**src/rtl/mod12_pkg.sv**
```systemverilog
// Shared types and defaults for the modulo-12 count controller and its prescaler.
package mod12_pkg;

    localparam int DEFAULT_MODULUS  = 12;
    localparam int DEFAULT_WIDTH    = 4;
    localparam int DEFAULT_PRESCALE = 1;

    typedef enum logic [1:0] {
        IDLE  = 2'd0,
        RUN   = 2'd1,
        PAUSE = 2'd2
    } state_t;

    typedef enum logic [1:0] {
        CMD_START = 2'd0,
        CMD_STOP  = 2'd1,
        CMD_LOAD  = 2'd2,
        CMD_CLEAR = 2'd3
    } cmd_op_t;

    // Width needed to hold 0..n-1, never narrower than one bit.
    function automatic int cnt_width(input int n);
        cnt_width = (n > 1) ? $clog2(n) : 1;
    endfunction

endpackage

```
**src/rtl/mod12_prescaler.sv**
```systemverilog
// Tick divider: emits a same-cycle step for every PRESCALE enabled ticks.
module mod12_prescaler
    import mod12_pkg::*;
#(
    parameter int PRESCALE = DEFAULT_PRESCALE
) (
    input  logic clk,
    input  logic rst_n,
    input  logic tick,
    input  logic clear,
    input  logic enable,
    output logic step
);

    localparam int CW = cnt_width(PRESCALE);
    localparam logic [CW-1:0] LAST = CW'(PRESCALE - 1);
    localparam logic [CW-1:0] ONE  = CW'(1);

    logic [CW-1:0] pcnt_r;
    logic          at_last_s;
    logic          step_s;

    // Terminal-count decode; the step must coincide with the tick that completes it.
    always_comb begin
        at_last_s = 1'b0;
        step_s    = 1'b0;
        if (pcnt_r >= LAST) begin
            at_last_s = 1'b1;
        end else begin
            at_last_s = 1'b0;
        end
        if (enable && tick && !clear) begin
            step_s = at_last_s;
        end else begin
            step_s = 1'b0;
        end
    end

    assign step = step_s;

    // Prescale counter: clear has priority, holds whenever not enabled.
    always_ff @(posedge clk or negedge rst_n) begin
        if (!rst_n) begin
            pcnt_r <= {CW{1'b0}};
        end else if (clear) begin
            pcnt_r <= {CW{1'b0}};
        end else if (enable && tick) begin
            if (at_last_s) begin
                pcnt_r <= {CW{1'b0}};
            end else begin
                pcnt_r <= pcnt_r + ONE;
            end
        end else begin
            pcnt_r <= pcnt_r;
        end
    end

endmodule

```
**src/rtl/mod12_counter_ctrl.sv**
```systemverilog
// Run controller for the modulo-MODULUS counter: command FSM, count register, wrap/err pulses.
module mod12_counter_ctrl
    import mod12_pkg::*;
#(
    parameter int MODULUS  = DEFAULT_MODULUS,
    parameter int WIDTH    = DEFAULT_WIDTH,
    parameter int PRESCALE = DEFAULT_PRESCALE
) (
    input  logic             clk,
    input  logic             reset,
    input  logic             cmd_valid,
    output logic             cmd_ready,
    input  logic [1:0]       cmd_op,
    input  logic [WIDTH-1:0] cmd_data,
    input  logic             tick,
    input  logic             up_dn,
    output logic [WIDTH-1:0] q,
    output logic             wrap,
    output logic             running,
    output logic             err
);

    localparam logic [WIDTH-1:0] Q_MAX  = WIDTH'(MODULUS - 1);
    localparam logic [WIDTH-1:0] Q_ZERO = {WIDTH{1'b0}};
    localparam logic [WIDTH-1:0] Q_ONE  = WIDTH'(1);
    // One extra bit so MODULUS == 2**WIDTH still compares correctly.
    localparam logic [WIDTH:0]   MOD_EXT = (WIDTH + 1)'(MODULUS);

    state_t           state_r;
    logic [WIDTH-1:0] q_r;
    logic             wrap_r;
    logic             err_r;
    logic             running_r;
    logic             cmd_ready_r;

    cmd_op_t          op_s;
    logic             accept_s;
    logic             start_s;
    logic             stop_s;
    logic             clear_s;
    logic             load_ok_s;
    logic             load_bad_s;
    logic             pcnt_clear_s;
    logic             pcnt_en_s;
    logic             step_s;
    logic [WIDTH-1:0] q_step_s;
    logic             wrap_step_s;

    // Command decode and next-count arithmetic with explicit boundary compares.
    always_comb begin
        op_s         = cmd_op_t'(cmd_op);
        accept_s     = cmd_valid && cmd_ready_r;
        start_s      = 1'b0;
        stop_s       = 1'b0;
        clear_s      = 1'b0;
        load_ok_s    = 1'b0;
        load_bad_s   = 1'b0;
        q_step_s     = q_r;
        wrap_step_s  = 1'b0;
        if (accept_s) begin
            case (op_s)
                CMD_START: start_s = 1'b1;
                CMD_STOP:  stop_s  = 1'b1;
                CMD_CLEAR: clear_s = 1'b1;
                CMD_LOAD: begin
                    if ({1'b0, cmd_data} < MOD_EXT) begin
                        load_ok_s = 1'b1;
                    end else begin
                        load_bad_s = 1'b1;
                    end
                end
                default: begin
                    start_s = 1'b0;
                end
            endcase
        end else begin
            start_s = 1'b0;
        end

        if (up_dn) begin
            if (q_r >= Q_MAX) begin
                q_step_s    = Q_ZERO;
                wrap_step_s = 1'b1;
            end else begin
                q_step_s    = q_r + Q_ONE;
                wrap_step_s = 1'b0;
            end
        end else begin
            if (q_r == Q_ZERO) begin
                q_step_s    = Q_MAX;
                wrap_step_s = 1'b1;
            end else begin
                q_step_s    = q_r - Q_ONE;
                wrap_step_s = 1'b0;
            end
        end
    end

    // LOAD/CLEAR (even a rejected LOAD) steal the cycle's tick; START only clears when it actually starts.
    always_comb begin
        pcnt_clear_s = clear_s || load_ok_s || (start_s && (state_r != RUN));
        if ((state_r == RUN) && !clear_s && !load_ok_s && !load_bad_s) begin
            pcnt_en_s = 1'b1;
        end else begin
            pcnt_en_s = 1'b0;
        end
    end

    mod12_prescaler #(
        .PRESCALE (PRESCALE)
    ) u_prescaler (
        .clk    (clk),
        .rst_n  (reset),
        .tick   (tick),
        .clear  (pcnt_clear_s),
        .enable (pcnt_en_s),
        .step   (step_s)
    );

    // Run-state FSM with the count register and all registered outputs.
    always_ff @(posedge clk or negedge reset) begin
        if (!reset) begin
            state_r     <= IDLE;
            q_r         <= Q_ZERO;
            wrap_r      <= 1'b0;
            err_r       <= 1'b0;
            running_r   <= 1'b0;
            cmd_ready_r <= 1'b0;
        end else begin
            cmd_ready_r <= 1'b1;
            wrap_r      <= 1'b0;
            err_r       <= 1'b0;

            if (load_bad_s) begin
                err_r <= 1'b1;
                q_r   <= q_r;
            end else if (load_ok_s) begin
                q_r <= cmd_data;
            end else if (clear_s) begin
                q_r <= Q_ZERO;
            end else if (step_s) begin
                q_r    <= q_step_s;
                wrap_r <= wrap_step_s;
            end else begin
                q_r <= q_r;
            end

            case (state_r)
                IDLE: begin
                    if (start_s) begin
                        state_r   <= RUN;
                        running_r <= 1'b1;
                    end else begin
                        state_r   <= IDLE;
                        running_r <= 1'b0;
                    end
                end
                RUN: begin
                    if (stop_s) begin
                        state_r   <= PAUSE;
                        running_r <= 1'b0;
                    end else if (clear_s) begin
                        state_r   <= IDLE;
                        running_r <= 1'b0;
                    end else begin
                        state_r   <= RUN;
                        running_r <= 1'b1;
                    end
                end
                PAUSE: begin
                    if (start_s) begin
                        state_r   <= RUN;
                        running_r <= 1'b1;
                    end else if (clear_s) begin
                        state_r   <= IDLE;
                        running_r <= 1'b0;
                    end else begin
                        state_r   <= PAUSE;
                        running_r <= 1'b0;
                    end
                end
                default: begin
                    state_r   <= IDLE;
                    running_r <= 1'b0;
                end
            endcase
        end
    end

    assign q         = q_r;
    assign wrap      = wrap_r;
    assign err       = err_r;
    assign running   = running_r;
    assign cmd_ready = cmd_ready_r;

endmodule
```
**config.mk**
```make
export PLATFORM = sky130hd
export DESIGN_NAME = mod12_counter_ctrl
export DESIGN_NICKNAME = d
export VERILOG_FILES = /design/src/rtl/mod12_pkg.sv /design/src/rtl/mod12_prescaler.sv /design/src/rtl/mod12_counter_ctrl.sv
export SDC_FILE = /design/constraint.sdc
export NUM_CORES = 1
export LEC_CHECK = 0
export BUFFER_PORTS_ARGS = -buffer_cell sky130_fd_sc_hd__buf_2
export CORE_MARGIN = 5
export CORE_UTILIZATION = 30
export DETAILED_ROUTE_END_ITERATION = 16
export HOLD_SLACK_MARGIN = 0.12
export PLACE_DENSITY = 0.6
export SLEW_MARGIN = 40
export SYNTH_ARGS = -nofsm -noshare
export SYNTH_HDL_FRONTEND = slang
export SYNTH_SLANG_ARGS = --single-unit
```
**constraint.sdc**
```tcl
create_clock -name clk -period 1.5 [get_ports clk]
set_clock_uncertainty 0.05 [all_clocks]
set_input_delay 0.075 -clock clk [delete_from_list [all_inputs] [get_ports clk]]
set_output_delay 0.075 -clock clk [all_outputs]
set_load 0.005 [all_outputs]
```
=== Word-level counts from Yosys, hierarchy flattened ===
Index checks and enable logic that the tools add are counted.

* Register bits after elaboration: 11
* Word-level logic and storage cells: 82

* $lt $le $gt $ge: 3
* Reduce and logical (&&, ||, !) cells: 20
* $add $sub $neg: 3
* Bitwise gates (word level): 1
* Multiplexer cells: 42
* Equality and inequality tests: 6

{| class="wikitable"
|+ Operators by type and width
! kind !! number
|-
| $mux 1 || 31
|-
| $mux 4 || 6
|-
| $logic_and 1x1->1 || 7
|-
| $eq 2x2->1 const B || 3
|-
| $mux 2 || 3
|-
| $pmux 2 s3 || 1
|-
| $add 4x1->4 const B || 1
|-
| $eq 2x1->1 const B || 2
|-
| $ge 4x4->1 const B || 1
|-
| $logic_not 1->1 || 4
|-
| $logic_not 2->1 || 2
|-
| $logic_not 4->1 || 1
|-
| $lt 4x4->1 const B || 1
|-
| $sub 4x1->4 const B || 1
|-
| $reduce_bool 3->1 || 1
|-
| $logic_or 1x1->1 || 2
|-
| $ne 2x1->1 const B || 1
|-
| $pmux 1 s2 || 1
|-
| $reduce_and 2->1 || 1
|-
| $reduce_bool 2->1 || 1
|-
| $reduce_or 2->1 || 1
|-
| $add 1x1->1 const B || 1
|-
| $ge 1x1->1 const B || 1
|-
| $not 1->1 || 1
|}

=== Logic depth before layout (Yosys ltp) ===
* Depth in word-level cells: 15
* Gate-level depth with buffers: 6
* Gate-level depth less buffers: 6

=== Hierarchy ===
Synthesis repeated with hierarchy kept, for this count alone.

* Cells, all modules: 73
* Area, all modules: 663.1 um^2

{| class="wikitable"
|+ Modules (own cells, without submodules)
! module !! seq. area each (um^2) !! instances !! cells an instance !! area an instance (um^2)
|-
| mod12_counter_ctrl || 250.2 || 1 || 72 || 654.4
|-
| mod12_prescaler || 0.0 || 1 || 1 || 8.8
|}

=== Worst setup path after synthesis ===
Ideal clock, no wire load.

* Path type: register -> register
* Start point: register q_r[0], in the netlist q[0]
* End point: register q_r[0], in the netlist q[0]
* Data required time: 1.326 ns
* Cell stages (with the launch flop): 6
* Arrival: 1.302 ns
* Path buffers: 0
* Library setup time: 0.124 ns
* Period minus slack after synthesis: 1.476 ns
* Setup slack: 0.024 ns
* Path through: dfrtp_1 -> inv_1 -> ha_1 -> or3b_4 -> a21oi_2 -> o31a_1

* Cells in the longest elaborated chain, start to end: 6

{| class="wikitable"
|+ RTL lines
! element !! line !! source
|-
| start, declared || mod12_counter_ctrl.sv:30 || <nowiki>logic [WIDTH-1:0] q_r;</nowiki>
|-
| start signal, assigned || mod12_counter_ctrl.sv:136 || <nowiki>q_r <= q_r;</nowiki>
|-
| start signal, assigned || mod12_counter_ctrl.sv:138 || <nowiki>q_r <= cmd_data;</nowiki>
|-
| start signal, assigned || mod12_counter_ctrl.sv:142 || <nowiki>q_r <= q_step_s;</nowiki>
|-
| $sub 4x1->4, or another cell as far along || mod12_counter_ctrl.sv:93 || <nowiki>q_step_s = q_r - Q_ONE;</nowiki>
|-
| $mux 4, on equally long branches || mod12_counter_ctrl.sv:89, mod12_counter_ctrl.sv:81 ||
|-
| $mux 4 * || mod12_counter_ctrl.sv:80 || <nowiki>if (up_dn) begin</nowiki>
|-
| $mux 4 * || mod12_counter_ctrl.sv:141 || <nowiki>end else if (step_s) begin</nowiki>
|-
| $mux 4 * || mod12_counter_ctrl.sv:139 || <nowiki>end else if (clear_s) begin</nowiki>
|-
| $mux 4 * || mod12_counter_ctrl.sv:137 || <nowiki>end else if (load_ok_s) begin</nowiki>
|}

Mark *: on every way between the ends. The rest lies on a longest branch, timed or not. The select of a mux whose other input is x is not followed.
A chain may end at the register's enable or synchronous reset.

=== Worst setup path after layout ===
* Start point: register q_r[0], in the netlist q[0]
* End point: register wrap_r, in the netlist wrap

* Cells in the longest elaborated chain, start to end: 7

{| class="wikitable"
|+ RTL lines
! element !! line !! source
|-
| $ge 4x4->1 / $logic_not 4->1 (equally long branches) || mod12_counter_ctrl.sv:81, mod12_counter_ctrl.sv:89 ||
|-
| $mux 1, on equally long branches || mod12_counter_ctrl.sv:81, mod12_counter_ctrl.sv:89 ||
|-
| $mux 1 * || mod12_counter_ctrl.sv:80 ||
|-
| $mux 1 * || mod12_counter_ctrl.sv:141 ||
|-
| $mux 1 * || mod12_counter_ctrl.sv:139 ||
|-
| $mux 1 * || mod12_counter_ctrl.sv:137 ||
|-
| $mux 1 * || mod12_counter_ctrl.sv:134 || <nowiki>if (load_bad_s) begin</nowiki>
|-
| end signal, assigned || mod12_counter_ctrl.sv:143 || <nowiki>wrap_r <= wrap_step_s;</nowiki>
|-
| end, declared || mod12_counter_ctrl.sv:31 || <nowiki>logic wrap_r;</nowiki>
|}

Mark *: on every way between the ends. The rest lies on a longest branch, timed or not.

==> reports/qor.yml <==
critPathLaunchType: "flip-flop"
reg2regPathDepth: 5
fin_cells: 134
crit_arrival_ns: 1.58
syn_area_per_cell_sq_um: 9.32
dp.cells: 119
crit_required_ns: 1.64
detailed_place_hpwl_um: 1230
synth_nets: 87
cts_tree: "done"
postPlaceCellArea_sq_um: 807
wl_um: 1740
clk_latency_ns: 0.26
crit_slowest_cell: "dfrtp_1"
drive_above_1_share_pct: 38.7
post-route-drc-count: 0
cellPowerDensity_mw_per_mm2: 1660
num_antenna_cells: 0
syn-cell-area_sq_um: 681
fillers: 226
rr_endpoint: "wrap$_DFF_PN0_"
initial_core_util_pct: 31.1
ys_seq_elements: 10
drt-pass1-iter-count: 2
drt_iter0_drc: 8
via_count: 657
max-cap-violations: 0
irDropWorstVdd_v: 0.000810
cts-buffers-inserted: 3
critPathKind: "flip-flop to flip-flop"
power.leakage_uw: 0.000439
ios: 19
grt_pass1_wl_um: 2950
area_growth_syn_to_layout_pct: 41.9
crit_buf_inv: 1
synth.distinct_cells: 34
grt_overflow: 0
cts_sinks: 10
status: "finished, final reports clean"
cts-root-buf: "clkbuf_4"
grt.busiest_layer: "met2"
grt_max_degree: 12
final_hold_viol_count: 0
grt_use_met3_pct: 3.34
cp_max_fo: 4
end_kind: "flip-flop"
die_area_sq_mm: 0.00332
post_drt_wl_per_cell_um: 13.0
fin_nets: 121
syn-instance-count: 73
final.setup.tns_ns: 0
path_delay_family: "simple AND/OR/NAND/NOR gates"
cp_cell_sequence: "inv_2 > ha_4 > or3b_4 > o21a_1 > nor2_1"
slowest_delay_ns: 0.43
cts_buffer_depth: 2
grtUsageTotal_pct: 11.3
regToRegSetupSlack_ns: 0.06
rsz0062_at_grt: "true"
grt_pass1_vias: 662
setup_violations: 0
die_w_um: 57.6
yosysSeqAreaShare_pct: 36.8
yosysWarnings: 0
met1_usage_pct: 14.1
clk_pin_slew_worst_paths_ns: 0.06
slew_viol_final: 0
stdcell_area_sq_um: 966
core_sq_mm: 0.00219
met2_usage_pct: 17.7
clock.fmax_mhz: 695
io_buffers: 18
fin_crit_ns: 1.44
htree_levels: 1
ant_nets: 0
gp_routability_congestion: 0.822
r2r-start: "q[0]$_DFFE_PN0P_"
rows: 17
die_h_um: 57.6
antenna_found_initial: 0
avgViaCountPerCell: 4.90
hp-class: "primary input to asynchronous set/reset pin"
period_share_pct: 96.0
[kinds of logic after synthesis]
logic type	share of synthesized area (%)
compound gates	27.8
simple gates	21.9
flops	36.8
buf+inv	4.78
fa+ha+maj	5.52
other cells	0.551
xor+xnor	1.29
mux	1.47
[synthesized netlist by cell type]
master	instances	share of area, %
a21o_1	1	1.1
a21oi_1	7	5.1
a21oi_2	1	1.3
a31oi_1	1	0.92
and2b_1	1	1.1
and3_1	1	0.92
and3_4	1	1.7
buf_2	2	1.5
buf_6	1	1.7
conb_1	1	0.55
dfrtp_1	10	37
ha_1	3	5.5
inv_1	3	1.7
mux2i_1	1	1.5
nand2_1	2	1.1
nand2b_1	3	2.8
nand3_1	4	2.9
nand3_2	1	1.5
nand3b_1	1	1.1
nand4_1	1	0.92
nor2_1	2	1.1
nor2b_1	3	2.8
nor3_1	2	1.5
o211ai_1	3	3.3
o21a_1	4	4.4
o21ai_0	3	2.2
o21ba_2	1	1.5
o311a_1	2	2.9
o31a_1	1	1.3
o31ai_1	1	1.1
o32ai_1	2	2.6
or2_1	1	0.92
or3b_4	1	1.7
xor2_1	1	1.3
[repair_timing]
item / in CTS / in global routing
buffers inserted: 0 / 6
pin swaps: 0 / 2
setup endpoints to repair: 1 / 4
hold buffers: 5 / 0
hold endpoints to repair: 13 / 0
resized for setup: 1 / 6
[worst register-to-register path, cell delays in order (launching register included)]
cell and delay (ns):
dfrtp_1 0.43, inv_2 0.11, ha_4 0.13, or3b_4 0.38, o21a_1 0.17, nor2_1 0.10
[how the worst max path moves through the flow]
stage / start / endpoint / depth (start not counted)
floorplan: q[0]$_DFFE_PN0P_ / q[0]$_DFFE_PN0P_ / 5
global placement: q[0]$_DFFE_PN0P_ / q[0]$_DFFE_PN0P_ / 5
detailed placement: q[0]$_DFFE_PN0P_ / wrap$_DFF_PN0_ / 5
CTS: q[0]$_DFFE_PN0P_ / wrap$_DFF_PN0_ / 5
global route: q[0]$_DFFE_PN0P_ / wrap$_DFF_PN0_ / 5
finish: q[0]$_DFFE_PN0P_ / wrap$_DFF_PN0_ / 5
[through the flow]
stage | total power [uW] | util [%] | hold WS, ns | setup slack [ns]
final | 1600 | 44.1 | 0.150 | 0.0604
after global routing | 1760 | 44.1 | 0.176 | -0.0249
after CTS | 1490 | 40.9 | 0.131 | 0.00243
after detailed placement | 1230 | 36.8 | -0.0942 | 0.0217
after global placement | 1230 | 36.8 | -0.101 | 0.0782
after floorplan | 1000 | - | -0.271 | 0.0238
[cell type report]
cell class	instances	area [sq um]	area share (%)
tap	28	35.0	3.63
timing repair buffer	32	208	21.5
clock buffer	4	36.3	3.76
multi-input combinational	57	425	44.0
sequential	10	250	25.9
inverter	3	11.3	1.17
[per-layer routing]
metal	part of all wire, %	vias to the layer above
met5	0	-
met4	1.1	0
met3	5.4	4
met2	48	17
met1	46	297
li1	-	339
[where the power goes]
group          total, uW  switching [uW]  internal (uW)
clock                235            87.9            147
sequential           501             141            360
combinational        868             368            499
[state kept, by name, summed over array words and instances (netlist names)]
register	cells
q	4
state_r	2
running	1
wrap	1
cmd_ready	1
err	1
[cell usage in the layout (no fill, tap or decap), types with 2 or more instances in the layout]
master / count
nor2b_1: 3
nand3_1: 4
buf_4: 9
buf_2: 18
o21a_1: 4
dfrtp_1: 10
o21ai_0: 3
inv_2: 2
nand2_1: 2
nand2b_1: 3
o32ai_1: 2
a21oi_1: 7
dlygate4sd3_1: 5
clkbuf_4: 3
o311a_1: 2
nor2_1: 2
o211ai_1: 3
No activity file was read; power rests on OpenSTA's default activity.
